File: config.mk
export PLATFORM = sky130hd
export DESIGN_NAME = alu_seq
export DESIGN_NICKNAME = d
export VERILOG_FILES = /design/src/rtl/alu_pkg.sv /design/src/rtl/alu_iter.sv /design/src/rtl/alu_seq.sv
export SDC_FILE = /design/constraint.sdc
export NUM_CORES = 1
export LEC_CHECK = 0
export CAP_MARGIN = 20
export CORE_MARGIN = 2
export CORE_UTILIZATION = 50
export DETAILED_ROUTE_END_ITERATION = 8
export PLACE_DENSITY = 0.71
export REMOVE_ABC_BUFFERS = 1
export SYNTH_ARGS = -nofsm -noshare
export SYNTH_HDL_FRONTEND = slang
export SYNTH_SLANG_ARGS = --single-unit
File: constraint.sdc
create_clock -name clk_i -period 4.7 [get_ports clk_i]
set_clock_uncertainty 0.2 [all_clocks]
set_input_delay 0.94 -clock clk_i [delete_from_list [all_inputs] [get_ports clk_i]]
set_output_delay 0.94 -clock clk_i [all_outputs]
set_load 0.05 [all_outputs]
File: src/rtl/alu_pkg.sv
//------------------------------------------------------------------------------
// Module      : alu_pkg
// Description : Opcodes, FSM state encoding and helpers shared by alu_seq.
// Revision    : 1.0 - initial release
//------------------------------------------------------------------------------
`default_nettype none

package alu_pkg;

  localparam int ALU_OP_W = 4;

  typedef enum logic [3:0] {
    ALU_AND  = 4'd0,
    ALU_XOR  = 4'd1,
    ALU_SLL  = 4'd2,
    ALU_ADD  = 4'd3,
    ALU_SUB  = 4'd4,
    ALU_MUL  = 4'd5,
    ALU_SRA  = 4'd6,
    ALU_OR   = 4'd7,
    ALU_SRL  = 4'd8,
    ALU_SLT  = 4'd9,
    ALU_DIVU = 4'd10,
    ALU_REMU = 4'd11
  } alu_op_e;

  typedef enum logic [1:0] {
    ST_IDLE = 2'd0,
    ST_BUSY = 2'd1,
    ST_DONE = 2'd2
  } state_e;

  function automatic logic is_multicycle(input logic [3:0] ctl);
    return (ctl == ALU_MUL) || (ctl == ALU_DIVU) || (ctl == ALU_REMU);
  endfunction

endpackage

`default_nettype wire

File: src/rtl/alu_iter.sv
//------------------------------------------------------------------------------
// Module      : alu_iter
// Description : Iterative engine: shift-add multiply, restoring divide/remainder.
// Revision    : 1.0 - initial release
//------------------------------------------------------------------------------
`default_nettype none

module alu_iter
  import alu_pkg::*;
#(
  parameter int WIDTH = 32
) (
  input  logic             clk,
  input  logic             rst,
  input  logic             i_start,
  input  alu_op_e          i_op,
  input  logic [WIDTH-1:0] i_a,
  input  logic [WIDTH-1:0] i_b,
  output logic             o_busy,
  output logic             o_done,
  output logic [WIDTH-1:0] o_result
);

  localparam int CNT_W = $clog2(WIDTH + 1);

  logic [CNT_W-1:0] r_cnt;
  logic             r_mul;
  logic             r_rem;
  logic [WIDTH-1:0] r_x;    // multiplicand (MUL) or divisor (DIV/REM)
  logic [WIDTH-1:0] r_y;    // multiplier (MUL) or dividend/quotient (DIV/REM)
  logic [WIDTH-1:0] r_acc;  // product (MUL) or partial remainder (DIV/REM)

  logic [WIDTH:0]   w_rem_sh;
  logic [WIDTH:0]   w_diff;
  logic             w_ge;
  logic [WIDTH-1:0] w_x_nxt;
  logic [WIDTH-1:0] w_y_nxt;
  logic [WIDTH-1:0] w_acc_nxt;

  assign w_rem_sh = {r_acc, r_y[WIDTH-1]};
  assign w_diff   = w_rem_sh - {1'b0, r_x};
  assign w_ge     = ~w_diff[WIDTH];

  always_comb begin
    w_x_nxt   = r_x;
    w_y_nxt   = r_y;
    w_acc_nxt = r_acc;
    if (r_mul) begin
      w_acc_nxt = r_y[0] ? (r_acc + r_x) : r_acc;
      w_x_nxt   = {r_x[WIDTH-2:0], 1'b0};
      w_y_nxt   = {1'b0, r_y[WIDTH-1:1]};
    end else begin
      // A zero divisor always "fits", giving all-ones quotient and remainder = dividend.
      w_acc_nxt = w_ge ? w_diff[WIDTH-1:0] : w_rem_sh[WIDTH-1:0];
      w_y_nxt   = {r_y[WIDTH-2:0], w_ge};
    end
  end

  always_ff @(posedge clk) begin
    if (rst) begin
      r_cnt <= '0;
      r_mul <= 1'b0;
      r_rem <= 1'b0;
      r_x   <= '0;
      r_y   <= '0;
      r_acc <= '0;
    end else if (i_start) begin
      r_cnt <= CNT_W'(WIDTH);
      r_mul <= (i_op == ALU_MUL);
      r_rem <= (i_op == ALU_REMU);
      r_x   <= (i_op == ALU_MUL) ? i_a : i_b;
      r_y   <= (i_op == ALU_MUL) ? i_b : i_a;
      r_acc <= '0;
    end else if (o_busy) begin
      r_cnt <= r_cnt - 1'b1;
      r_x   <= w_x_nxt;
      r_y   <= w_y_nxt;
      r_acc <= w_acc_nxt;
    end
  end

  assign o_busy   = (r_cnt != '0);
  assign o_done   = o_busy && (r_cnt == CNT_W'(1));
  assign o_result = (r_mul || r_rem) ? w_acc_nxt : w_y_nxt;

endmodule

`default_nettype wire

File: src/rtl/alu_seq.sv
//------------------------------------------------------------------------------
// Module      : alu_seq
// Description : Handshaked EX-stage ALU with fast ops and iterative MUL/DIVU/REMU.
// Revision    : 1.0 - initial release
//------------------------------------------------------------------------------
`default_nettype none

module alu_seq
  import alu_pkg::*;
#(
  parameter int WIDTH = 32,
  parameter int CTL_W = 4
) (
  input  logic             clk_i,
  input  logic             rst_i,
  input  logic             in_valid_i,
  output logic             in_ready_o,
  input  logic [CTL_W-1:0] ctl_i,
  input  logic [WIDTH-1:0] op1_i,
  input  logic [WIDTH-1:0] op2_i,
  output logic             out_valid_o,
  input  logic             out_ready_i,
  output logic [WIDTH-1:0] res_o,
  output logic             illegal_o
);

  localparam int SH_W = $clog2(WIDTH);

  state_e           r_state;
  state_e           w_state_nxt;
  logic [WIDTH-1:0] r_res;
  logic             r_illegal;

  logic [3:0]       w_ctl;
  logic             w_ctl_hi;
  logic             w_mc;
  logic             w_in_ready;
  logic             w_accept;
  logic [SH_W-1:0]  w_sh;
  logic [WIDTH-1:0] w_fast_res;
  logic             w_fast_ill;
  logic             w_iter_busy;
  logic             w_iter_done;
  logic [WIDTH-1:0] w_iter_res;

  // Opcode bits above the defined encoding make the request illegal.
  if (CTL_W > ALU_OP_W) begin : g_ctl_wide
    assign w_ctl    = ctl_i[3:0];
    assign w_ctl_hi = |ctl_i[CTL_W-1:ALU_OP_W];
  end else begin : g_ctl_narrow
    assign w_ctl    = 4'(ctl_i);
    assign w_ctl_hi = 1'b0;
  end

  assign w_mc       = !w_ctl_hi && is_multicycle(w_ctl);
  assign w_in_ready = (r_state == ST_IDLE) || ((r_state == ST_DONE) && out_ready_i);
  assign w_accept   = in_valid_i && w_in_ready;
  assign w_sh       = op2_i[SH_W-1:0];

  always_comb begin
    w_fast_res = '0;
    w_fast_ill = 1'b0;
    if (w_ctl_hi) begin
      w_fast_ill = 1'b1;
    end else begin
      case (alu_op_e'(w_ctl))
        ALU_AND: w_fast_res = op1_i & op2_i;
        ALU_XOR: w_fast_res = op1_i ^ op2_i;
        ALU_SLL: w_fast_res = op1_i << w_sh;
        ALU_ADD: w_fast_res = op1_i + op2_i;
        ALU_SUB: w_fast_res = op1_i - op2_i;
        ALU_SRA: w_fast_res = $signed(op1_i) >>> w_sh;
        ALU_OR:  w_fast_res = op1_i | op2_i;
        ALU_SRL: w_fast_res = op1_i >> w_sh;
        ALU_SLT: w_fast_res = {{(WIDTH-1){1'b0}}, ($signed(op1_i) < $signed(op2_i))};
        ALU_MUL, ALU_DIVU, ALU_REMU: w_fast_res = '0;
        default: w_fast_ill = 1'b1;
      endcase
    end
  end

  alu_iter #(
    .WIDTH(WIDTH)
  ) u_iter (
    .clk      (clk_i),
    .rst      (rst_i),
    .i_start  (w_accept && w_mc),
    .i_op     (alu_op_e'(w_ctl)),
    .i_a      (op1_i),
    .i_b      (op2_i),
    .o_busy   (w_iter_busy),
    .o_done   (w_iter_done),
    .o_result (w_iter_res)
  );

  always_ff @(posedge clk_i) begin
    if (rst_i) begin
      r_state <= ST_IDLE;
    end else begin
      r_state <= w_state_nxt;
    end
  end

  always_comb begin
    w_state_nxt = r_state;
    case (r_state)
      ST_IDLE: begin
        if (w_accept) w_state_nxt = w_mc ? ST_BUSY : ST_DONE;
      end
      ST_BUSY: begin
        if (w_iter_done)      w_state_nxt = ST_DONE;
        else if (!w_iter_busy) w_state_nxt = ST_IDLE;
      end
      ST_DONE: begin
        if (out_ready_i) begin
          if (w_accept) w_state_nxt = w_mc ? ST_BUSY : ST_DONE;
          else          w_state_nxt = ST_IDLE;
        end
      end
      default: w_state_nxt = ST_IDLE;
    endcase
  end

  always_ff @(posedge clk_i) begin
    if (rst_i) begin
      r_res     <= '0;
      r_illegal <= 1'b0;
    end else if (w_accept && !w_mc) begin
      r_res     <= w_fast_res;
      r_illegal <= w_fast_ill;
    end else if ((r_state == ST_BUSY) && w_iter_done) begin
      r_res     <= w_iter_res;
      r_illegal <= 1'b0;
    end
  end

  assign in_ready_o  = w_in_ready;
  assign out_valid_o = (r_state == ST_DONE);
  assign res_o       = r_res;
  assign illegal_o   = r_illegal;

endmodule

`default_nettype wire

==> flow_summary.json, run 1 <==
{
  "ys_warn_count": 0,
  "total_power_uw": 9000,
  "grt_usage": 0.455,
  "wl_per_cell_um": 27.2,
  "ys_top_cells_by_area": "dfxtp_1 14%, ha_1 11%, a21oi_1 7.4%, nor2_1 7.3%, mux2i_1 7.2%",
  "dpl_cell_area_um2": 23400,
  "p_leak_uw": 0.00986,
  "finalCritPeriodShare": 0.970,
  "utilization": 0.599,
  "cts_tree": "built",
  "outcome": "completed",
  "hold_violations": 0,
  "die_h_um": 206,
  "ys_ff_latch": 139,
  "worstReg2RegEnd": "res_o[28]",
  "cts_resized": 0,
  "postCtsHoldBufs": 0,
  "multi_input_area_um2": 16200,
  "start_kind": "input pin",
  "synth_most_common_cell": "nor2_1",
  "overflow": 0,
  "required_ns": 4.81,
  "initial_utilization": 0.509,
  "fillCellCount": 3792,
  "max-slew-margin-rel": 0.188,
  "setup_viol": 0,
  "criticalPathCategory": "input pin to register",
  "cp-end-kind": "register",
  "globalplace.congestion": 1.12,
  "stdcell_count": 3611,
  "dpl.hpwl_um": 76300,
  "ioPinCount": 107,
  "io_buffers": 106,
  "seqCellArea_um2": 2790,
  "endpoint": "res_o[23]",
  "fin_crit_ns": 4.56,
  "yosysSeqAreaShare": 0.137,
  "final_cell_area_um2": 24000,
  "netlist_area_um2": 20400,
  "timing.fmax_mhz": 219,
  "critPathMaxFanout": 4,
  "crit_arrival_ns": 4.67,
  "root_buffer": "clkbuf_16",
  "dr.pass1.iters": 8,
  "drv_slew": 0,
  "clock_latency_ns": 0.46,
  "vias": 25100,
  "areaGrowthSynthToFinish_pct": 17.7,
  "vias_per_cell": 6.96,
  "core_area_um2": 40000,
  "dp_cells": 3577,
  "synth_edf_count": 0,
  "synthTopCellsByCount": "394 x nor2_1, 299 x a21oi_1, 239 x nand2_1",
  "syn_inst": 2894,
  "r2r-start": "u_iter.r_acc[0]",
  "hold_class": "register to register",
  "synthArstFlopShare": 0,
  "cts_setup_buffers": 0,
  "cts.sinks": 139,
  "rr_worst_depth": 13,
  "ys_types": 103,
  "drive_gt1_frac": 0.127,
  "power.density_nw_per_um2": 375,
  "drc": 0,
  "ys.flop_type": "dfxtp_1",
  "drt_wl_total_um": 98400,
  "die-width_um": 206,
  "cp-startpoint": "op1_i[1]",
  "irDropWorstVdd_v": 0.000674,
  "synth.avg_cell_area_um2": 7.04,
  "grt_max_degree": 130,
  "cts.clk_slew.worst_paths_ns": 0.07,
  "numCtsBuffers": 17,
  "reg2reg_slack_ns": 0.35,
  "maxCapViolations": 0,
  "die-area_um2": 42300,
  "worst_pin_slew_ns": 1.21,
  "htree_num_levels": 4,
  "synth_top_area_share": 0.137,
  "grt_pass1_vias": 23200,
  "clock_path_buffers": 2,
  "tns_ns": 0,
  "antenna_found_initial": 1,
  "grt_pass1_wl_um": 145000,
  "yosys.area.top_type": "dfxtp_1",
  "first_iter_violations": 3705,
  "nets": 3321,
  "row_count": 73,
  "postRouteAntennaNets": 0
}
state kept, by name, summed over array words and instances (netlist names):
name,flops
res_o,32
u_iter.r_acc,32
u_iter.r_x,32
u_iter.r_y,32
u_iter.r_cnt,6
r_state,2
illegal_o,1
u_iter.r_mul,1
u_iter.r_rem,1
through the flow:
| stage | hold slack (ns) | worst slack [ns] |
|---|---|---|
| global placement | 0.271 | -0.158 |
| global route | 0.308 | -0.0254 |
| floorplan | 0.267 | -1.80 |
| CTS | 0.288 | 0.210 |
| finish | 0.292 | 0.140 |
| detailed placement | 0.279 | -0.244 |
how the worst min path moves through the flow:
stage               cells after the start            start         endpoint  slack [ns]
floorplan                               2  u_iter.r_cnt[5]  u_iter.r_cnt[4]        0.27
global placement                        2        res_o[20]        res_o[20]        0.27
detailed placement                      2        res_o[20]        res_o[20]        0.28
CTS                                     2        res_o[20]        res_o[20]        0.29
global route                            2        res_o[20]        res_o[20]        0.31
finish                                  2        res_o[20]        res_o[20]        0.29
worst max-delay path: stages:
cell and delay (ns):
clkdlybuf4s50_1 0.58, inv_1 0.16, ha_1 0.34, a21o_1 0.21, a31o_2 0.27, a211oi_1 0.22, buf_4 0.16, a211o_1 0.21
a21oi_1 0.11, buf_4 0.17, a211oi_2 0.30, xnor2_1 0.17, nor2_1 0.06, o41ai_1 0.51, buf_4 0.20, a211oi_1 0.05
cell type report:
type / instances / area share
multi-input combinational: 2395 / 0.675
timing repair buffer: 372 / 0.133
sequential: 139 / 0.116
tap: 525 / 0.0274
inverter: 146 / 0.0229
clock buffer: 19 / 0.0185
clock inverter: 13 / 0.00647
antenna: 2 / 0.000209
layout by cell type, fill, tap and decap left out, drive strengths merged, types with 39 or more instances in the layout:
cell type        n
buf            271
inv            149
dfxtp          139
nand2          239
nor3            78
ha             174
nor2           394
mux2i          147
clkdlybuf4s50  101
o21ai          159
a21o            39
a21oi          302
a211oi         176
nand3           66
xnor2           45
layer usage:
layer	global-route usage	vias to the layer above	wire length (um)
met5	0	-	0
met4	0.270	0	6780
met3	0.105	350	12500
met2	0.650	1872	39500
met1	0.619	11900	39600
li1	-	11100	-
cells by family after synthesis:
family	Yosys count	synth area share
multiplexers	193	0.112
adder cells (fa/ha/maj)	178	0.111
buffers and inverters	360	0.0707
AO/OA/AOI/OAI	1009	0.332
AND/OR/NAND/NOR	945	0.207
XOR/XNOR	70	0.0301
flip-flops	139	0.137
power by group:
part	leakage [uW]	total, uW	internal (uW)	switching, uW
sequential	0.00114	1600	1360	242
clock	0.000284	1430	809	620
combinational	0.00845	5970	2260	3710
total	0.00986	9000	4430	4570
Note: power is estimated with default switching activity, not from simulation.
==> inputs of run 2 (changes only) <==
SKIP_LAST_GASP = 1   (was not set)
==> results of run 2 <==
The final DEF is identical to that of run 1; final timing and power are the same.
